<file path="src/rtl/hazard_pkg.sv">
// Shared constants, forward-select encodings and MUL FSM state
// type used by the hazard controller and its forwarding muxes.
package hazard_pkg;

  localparam int REG_ADDR_W = 5;

  localparam logic [1:0] FWD_REG = 2'b00;
  localparam logic [1:0] FWD_WB  = 2'b01;
  localparam logic [1:0] FWD_MEM = 2'b10;

  localparam logic [15:0] PERF_MAX = 16'hFFFF;

  typedef enum logic {
    IDLE     = 1'b0,
    MUL_BUSY = 1'b1
  } mul_state_e;

  function automatic logic [15:0] sat_inc(
    input logic [15:0] v
  );
    return (v == PERF_MAX) ? v : v + 16'd1;
  endfunction

endpackage

</file>
<file path="src/rtl/hazard_controller_forward_select.sv">
// Per-operand bypass select: MEM result beats WB result,
// register 0 and non-writing stages never match.
module forward_select
  import hazard_pkg::*;
#(
  parameter int ADDR_W = 5
) (
  input  logic [ADDR_W-1:0] rs,
  input  logic [ADDR_W-1:0] rd_m,
  input  logic [1:0]        reg_write_m,
  input  logic [ADDR_W-1:0] rd_w,
  input  logic [1:0]        reg_write_w,
  output logic [1:0]        fwd
);

  logic hit_m;
  logic hit_w;

  assign hit_m = (rd_m != '0)
              && (reg_write_m != 2'b00)
              && (rd_m == rs);

  assign hit_w = (rd_w != '0)
              && (reg_write_w != 2'b00)
              && (rd_w == rs);

  always_comb begin
    fwd = FWD_REG;
    priority case (1'b1)
      hit_m:   fwd = FWD_MEM;
      hit_w:   fwd = FWD_WB;
      default: fwd = FWD_REG;
    endcase
  end

endmodule

</file>
<file path="src/rtl/hazard_controller.sv">
// Pipeline hazard unit: forwarding, load-use interlock,
// multi-cycle MUL stall, branch/jump flushes, perf counters.
module hazard_controller #(
  parameter int MUL_LATENCY = 3,
  parameter int REG_ADDR_W  = hazard_pkg::REG_ADDR_W
) (
  input  logic                  clk,
  input  logic                  rst,
  input  logic [REG_ADDR_W-1:0] Rs1D,
  input  logic [REG_ADDR_W-1:0] Rs2D,
  input  logic                  UseRs1D,
  input  logic                  UseRs2D,
  input  logic [REG_ADDR_W-1:0] Rs1E,
  input  logic [REG_ADDR_W-1:0] Rs2E,
  input  logic [REG_ADDR_W-1:0] RdE,
  input  logic [REG_ADDR_W-1:0] RdM,
  input  logic [REG_ADDR_W-1:0] RdW,
  input  logic [1:0]            RegWriteE,
  input  logic [1:0]            RegWriteM,
  input  logic [1:0]            RegWriteW,
  input  logic                  MemToRegE,
  input  logic                  MulStartE,
  input  logic                  JumpD,
  input  logic                  BranchTakenE,
  input  logic                  CntClr,
  output logic                  StallF,
  output logic                  StallD,
  output logic                  StallE,
  output logic                  BubbleM,
  output logic                  FlushD,
  output logic                  FlushE,
  output logic [1:0]            ForwardAE,
  output logic [1:0]            ForwardBE,
  output logic                  MulBusy,
  output logic [15:0]           StallCycles,
  output logic [15:0]           FlushEvents
);

  import hazard_pkg::*;

  localparam logic [2:0] CNT_INIT = 3'(MUL_LATENCY - 2);

  mul_state_e state;
  mul_state_e state_d;
  logic [2:0] cnt;
  logic [2:0] cnt_d;

  logic [1:0] fwd_a;
  logic [1:0] fwd_b;
  logic       hit_rs1d;
  logic       hit_rs2d;
  logic       load_use;
  logic       mul_stall;
  logic       lu_stall;
  logic       stall_fd;

  forward_select #(
    .ADDR_W (REG_ADDR_W)
  ) u_fwd_a (
    .rs          (Rs1E),
    .rd_m        (RdM),
    .reg_write_m (RegWriteM),
    .rd_w        (RdW),
    .reg_write_w (RegWriteW),
    .fwd         (fwd_a)
  );

  forward_select #(
    .ADDR_W (REG_ADDR_W)
  ) u_fwd_b (
    .rs          (Rs2E),
    .rd_m        (RdM),
    .reg_write_m (RegWriteM),
    .rd_w        (RdW),
    .reg_write_w (RegWriteW),
    .fwd         (fwd_b)
  );

  assign hit_rs1d = UseRs1D
                 && (RdE != '0)
                 && (RegWriteE != 2'b00)
                 && (RdE == Rs1D);

  assign hit_rs2d = UseRs2D
                 && (RdE != '0)
                 && (RegWriteE != 2'b00)
                 && (RdE == Rs2D);

  assign load_use = MemToRegE
                 && (hit_rs1d || hit_rs2d);

  always_ff @(posedge clk) begin
    if (!rst) begin
      state <= IDLE;
      cnt   <= '0;
    end else begin
      state <= state_d;
      cnt   <= cnt_d;
    end
  end

  always_comb begin
    state_d = state;
    cnt_d   = cnt;
    unique case (state)
      IDLE: begin
        if (MulStartE) begin
          state_d = MUL_BUSY;
          cnt_d   = CNT_INIT;
        end
      end
      MUL_BUSY: begin
        if (cnt != 3'd0) begin
          cnt_d = cnt - 3'd1;
        end else begin
          state_d = IDLE;
        end
      end
      default: state_d = IDLE;
    endcase
  end

  // MUL stall outranks load-use; a taken branch cancels
  // the load-use hold since the younger ops are squashed.
  always_comb begin
    mul_stall = ((state == IDLE) && MulStartE)
             || ((state == MUL_BUSY) && (cnt != 3'd0));
    lu_stall  = load_use && !BranchTakenE;
    stall_fd  = mul_stall || lu_stall;

    StallF    = 1'b0;
    StallD    = 1'b0;
    StallE    = 1'b0;
    BubbleM   = 1'b0;
    FlushD    = 1'b1;
    FlushE    = 1'b1;
    ForwardAE = FWD_REG;
    ForwardBE = FWD_REG;
    MulBusy   = 1'b0;

    if (rst) begin
      StallF    = stall_fd;
      StallD    = stall_fd;
      StallE    = mul_stall;
      BubbleM   = mul_stall;
      FlushD    = (JumpD && !stall_fd)
               || BranchTakenE;
      FlushE    = BranchTakenE
               || (load_use && !mul_stall);
      ForwardAE = fwd_a;
      ForwardBE = fwd_b;
      MulBusy   = (state == MUL_BUSY);
    end
  end

  always_ff @(posedge clk) begin
    if (!rst) begin
      StallCycles <= '0;
      FlushEvents <= '0;
    end else if (CntClr) begin
      StallCycles <= '0;
      FlushEvents <= '0;
    end else begin
      if (StallF) begin
        StallCycles <= sat_inc(StallCycles);
      end
      if (FlushD || FlushE) begin
        FlushEvents <= sat_inc(FlushEvents);
      end
    end
  end

endmodule

</file>
<file path="config.mk">
export PLATFORM = sky130hd
export DESIGN_NAME = hazard_controller
export DESIGN_NICKNAME = d
export VERILOG_FILES = /design/src/rtl/hazard_pkg.sv /design/src/rtl/hazard_controller_forward_select.sv /design/src/rtl/hazard_controller.sv
export SDC_FILE = /design/constraint.sdc
export NUM_CORES = 1
export LEC_CHECK = 0
export CAP_MARGIN = 30
export CELL_PAD_IN_SITES_DETAIL_PLACEMENT = 0
export CELL_PAD_IN_SITES_GLOBAL_PLACEMENT = 1
export CORE_MARGIN = 2
export CORE_UTILIZATION = 29
export CTS_CLUSTER_DIAMETER = 100
export CTS_CLUSTER_SIZE = 25
export DETAILED_ROUTE_END_ITERATION = 8
export PLACE_DENSITY_LB_ADDON = 0.15
export SYNTH_ARGS = -nofsm -noshare
export SYNTH_HDL_FRONTEND = slang
export SYNTH_SLANG_ARGS = --single-unit
</file>
<file path="constraint.sdc">
create_clock -name clk -period 2.9 [get_ports clk]
set_input_delay 0.725 -clock clk [delete_from_list [all_inputs] [get_ports clk]]
set_output_delay 0.725 -clock clk [all_outputs]
set_load 0.05 [all_outputs]
</file>
==> flow_summary.rst <==
.. list-table::
   :header-rows: 1

   * - Metric
     - Value
   * - Leakage power figure
     - 1.47 nW
   * - Register bit total from synthesis
     - 36
   * - Total negative slack
     - 0 ps
   * - Placeable core region
     - 8220 um2
   * - FFs w/ async S/R, synth
     - 0%
   * - Router iterations before antenna repair
     - 4
   * - Cell row count
     - 33
   * - Clock slew at the register clock pins of the worst setup and hold paths
     - 80 ps
   * - Height of the die
     - 96.0 um
   * - Number of hold violations in the final report
     - 0
   * - DR vias/cell
     - 5.21
   * - Effective utilization at floorplan
     - 29.8%
   * - # setup viols final
     - 0
   * - Worst slew margin relative to its limit
     - 62.0%
   * - Post-detailed-placement half-perimeter wirelength
     - 5.70 mm
   * - Peak per-stage delay on the critical path
     - 560 ps
   * - Grt ovf
     - 0
   * - Required time of the critical path
     - 2170 ps
   * - First-pass GRT wire length
     - 12.3 mm
   * - Layout cells sized above 1
     - 25.6%
   * - Insertion delay to the later sink of the worst-skew pair
     - 290 ps
   * - Synth-to-layout area growth
     - 63.1%
   * - Setup skew after layout
     - 5.97 ps
   * - WP data arrival
     - 2170 ps
   * - Placer Congestion
     - 0.765
   * - Warning count from the yosys run
     - 0
   * - TritonCTS Sinks
     - 36
   * - Via count of the first global-routing pass
     - 2590
   * - Final std cells w/o fill
     - 511
   * - Yosys top cell by area
     - sky130_fd_sc_hd__dfxtp_1
   * - Mean routed wirelength per cell
     - 14.8 um
   * - Register-to-Register Setup Slack
     - 680 ps
   * - Status
     - finished clean
   * - Number of top-level pins
     - 93
   * - Top cell type's share of synthesized area
     - 29.4%
   * - Sequential-to-total area share from yosys stat
     - 29.4%
   * - Die boundary width
     - 96.0 um
   * - Class of the tightest hold or removal check
     - reg2reg
   * - Clock root buffer master
     - sky130_fd_sc_hd__clkbuf_8
   * - WS Path Type
     - in2out
   * - Type of destination of the critical path
     - output port
   * - Cell area after technology mapping
     - 2450 um2
   * - Number of routed nets with antenna violations
     - 0
   * - Cell area reported after detailed placement
     - 3780 um2
   * - Final routed DRC violation total
     - 0
   * - Synthesized netlist cell count
     - 289
   * - Antenna cell count
     - 0
   * - Via Count
     - 2662
   * - Tmin final
     - 2890 ps
   * - Ordered list of cells on the worst path
     - buf_6, buf_6, xor2_1, or4_4, nor4_4, buf_12
   * - Total buffers and inverters traversed by the critical path
     - 3
   * - Main area contributors after synthesis
     - sky130_fd_sc_hd__dfxtp_1 29%, sky130_fd_sc_hd__xnor2_1 5.7%, sky130_fd_sc_hd__xor2_1 5.7%, sky130_fd_sc_hd__a21oi_1 4.3%, sky130_fd_sc_hd__or4_1 4.3%
   * - Drt initial violations
     - 98
   * - Cell family with the largest share of critical-path delay
     - simple AND/OR/NAND/NOR gates
   * - Flip-flop cell with the highest count after synthesis
     - sky130_fd_sc_hd__dfxtp_1
   * - Clock buffers created by TritonCTS
     - 5
   * - Highest ir drop seen on vdd
     - 0.204 mV
   * - Max-cap violations
     - 0
   * - Average instance area after synthesis
     - 8.49 um2
   * - Number of enable-type register cells in the synthesized netlist
     - 0
   * - Fin crit share
     - 99.7%
   * - Final core area utilization
     - 48.7%
   * - Pin count of the biggest net entering global routing
     - 27
   * - Count of nets after finishing
     - 459
   * - Placed cells
     - 502
   * - Number of buffers inserted by port buffering
     - 92
   * - Total routing resource utilization after global routing
     - 16.8%
   * - Clock Tree Buf Depth
     - 2
   * - RSZ-0062 raised after global routing
     - yes
   * - Initial antenna violation count
     - 0
   * - Library cells used by synthesis
     - 59
   * - CTS tree
     - yes
   * - Sum of routed wire length over all layers
     - 7.58 mm
   * - Syn_nets
     - 343
   * - Die area
     - 9210 um2
   * - H-Tree Level Count
     - 2
   * - Most frequent cell on the critical path
     - sky130_fd_sc_hd__buf_6
   * - Slew Limit Fails
     - 0
   * - Critical path launch point type
     - input pin
   * - Maximum frequency from static timing analysis
     - 346 MHz
   * - CP max-delay cell
     - sky130_fd_sc_hd__or4_4
   * - Power per cell area
     - 325 nW/um2
   * - Critical path fanouts, max
     - 2
   * - Final Cell Area
     - 4000 um2
   * - Slew at the pin closest to its max-slew limit
     - 567 ps
timing repair:
item / in CTS / in global routing
setup buffers: 1 / 1
hold buffers: 0 / 0
pin swaps: 18 / 21
hold endpoints to repair: 0 / 0
gates resized for setup: 69 / 38
setup endpoints to repair: 8 / 7
state kept, by name, summed over array words and instances, names as in the netlist:
| signal | count |
|---|---|
| state | 1 |
| StallCycles | 16 |
| cnt | 3 |
| FlushEvents | 16 |
worst paths after layout:
path              startpoint              end  depth (start not counted)
max                   RdW[2]     ForwardAE[0]                          6
min          StallCycles[15]  StallCycles[15]                          2
max reg2reg           cnt[0]  FlushEvents[13]                          9
min reg2reg  StallCycles[15]  StallCycles[15]                          2
layout by cell type, fill, tap and decap left out, types with 3 or more instances in the layout:
cell type	Yosys	final
sky130_fd_sc_hd__a211oi_1	3	3
sky130_fd_sc_hd__a21oi_1	21	21
sky130_fd_sc_hd__and2_1	7	5
sky130_fd_sc_hd__and3_1	5	5
sky130_fd_sc_hd__and4_1	4	4
sky130_fd_sc_hd__buf_12	0	10
sky130_fd_sc_hd__buf_2	3	3
sky130_fd_sc_hd__buf_4	2	27
sky130_fd_sc_hd__buf_6	2	6
sky130_fd_sc_hd__clkbuf_2	1	11
sky130_fd_sc_hd__clkbuf_8	1	5
sky130_fd_sc_hd__clkdlybuf4s15_1	0	3
sky130_fd_sc_hd__clkdlybuf4s50_1	0	46
sky130_fd_sc_hd__dfxtp_1	36	36
sky130_fd_sc_hd__dlygate4sd2_1	0	7
sky130_fd_sc_hd__dlymetal6s2s_1	0	9
sky130_fd_sc_hd__ha_1	4	4
sky130_fd_sc_hd__inv_1	8	8
sky130_fd_sc_hd__mux2i_1	4	4
sky130_fd_sc_hd__nand2_1	15	13
sky130_fd_sc_hd__nand2b_1	9	9
sky130_fd_sc_hd__nand3_1	18	17
sky130_fd_sc_hd__nand4_1	8	8
sky130_fd_sc_hd__nor2_1	6	6
sky130_fd_sc_hd__nor4_1	9	5
sky130_fd_sc_hd__nor4_4	0	4
sky130_fd_sc_hd__o21ai_0	10	9
sky130_fd_sc_hd__o311ai_0	4	4
sky130_fd_sc_hd__o31ai_1	9	9
sky130_fd_sc_hd__o41ai_1	5	5
sky130_fd_sc_hd__or3_1	7	7
sky130_fd_sc_hd__or4_1	14	10
sky130_fd_sc_hd__or4_4	1	5
sky130_fd_sc_hd__xnor2_1	16	13
sky130_fd_sc_hd__xnor2_2	0	3
sky130_fd_sc_hd__xor2_1	16	15
Yosys cell counts (6+ instances only):
master                     number
sky130_fd_sc_hd__or3_1          7
sky130_fd_sc_hd__nand3_1       18
sky130_fd_sc_hd__nand2_1       15
sky130_fd_sc_hd__inv_1          8
sky130_fd_sc_hd__nand2b_1       9
sky130_fd_sc_hd__nand4_1        8
sky130_fd_sc_hd__xnor2_1       16
sky130_fd_sc_hd__or4_1         14
sky130_fd_sc_hd__o21ai_0       10
sky130_fd_sc_hd__clkbuf_1       6
sky130_fd_sc_hd__o31ai_1        9
sky130_fd_sc_hd__nor4_1         9
sky130_fd_sc_hd__a21oi_1       21
sky130_fd_sc_hd__and2_1         7
sky130_fd_sc_hd__xor2_1        16
sky130_fd_sc_hd__dfxtp_1       36
sky130_fd_sc_hd__nor2_1         6
report_power, final:
part	internal (mW)	total [mW]	leakage (nW)	switching (mW)
combinational	0.172	0.348	1.12	0.176
sequential	0.501	0.508	0.291	0.00770
clock	0.254	0.443	0.0541	0.188
cells by family after synthesis:
family,Yosys count,share of synthesized area (%)
muxes,4,1.63
adders and majority gates,4,2.04
and+or+nand+nor,118,29.3
DFF,36,29.4
AOI/OAI and AO/OA,71,21.0
buffers and inverters,24,5.20
xor gates and xnor gates,32,11.4
layer usage:
metal	vias to the layer above	routed length, um	share of wire [%]	global-route usage [%]
li1	1337	-	-	-
met5	-	0	0	0
met2	61	3750	49	29.0
met3	5	341	4.5	3.21
met4	0	31	0.41	3.57
met1	1259	3460	46	21.9
stage by stage:
step	hold WS, ps	power (mW)	worst slack (ps)
2_1_floorplan	493	0.687	-285
3_5_place_dp	480	0.851	-384
4_1_cts	492	1.31	6.17
5_1_grt	519	1.36	-62.3
6_report	492	1.30	9.59
3_3_place_gp	476	0.848	-351
area by class of cell:
class | instances | area, um2
Fill cell | 798 | 4220
Multi-Input combinational cell | 229 | 1760
Sequential cell | 36 | 721
Clock buffer | 5 | 68.8
Tap cell | 105 | 131
Timing Repair Buffer | 124 | 1230
Clock inverter | 3 | 42.5
Inverter | 9 | 36.3
tightest hold or removal path, delay by kind of cell (launching register included):
family / cells / cell delay (ps)
DFF: 1 / 340
and+or+nand+nor: 1 / 60
muxes: 1 / 50
Power figures use the tool's default switching activity.
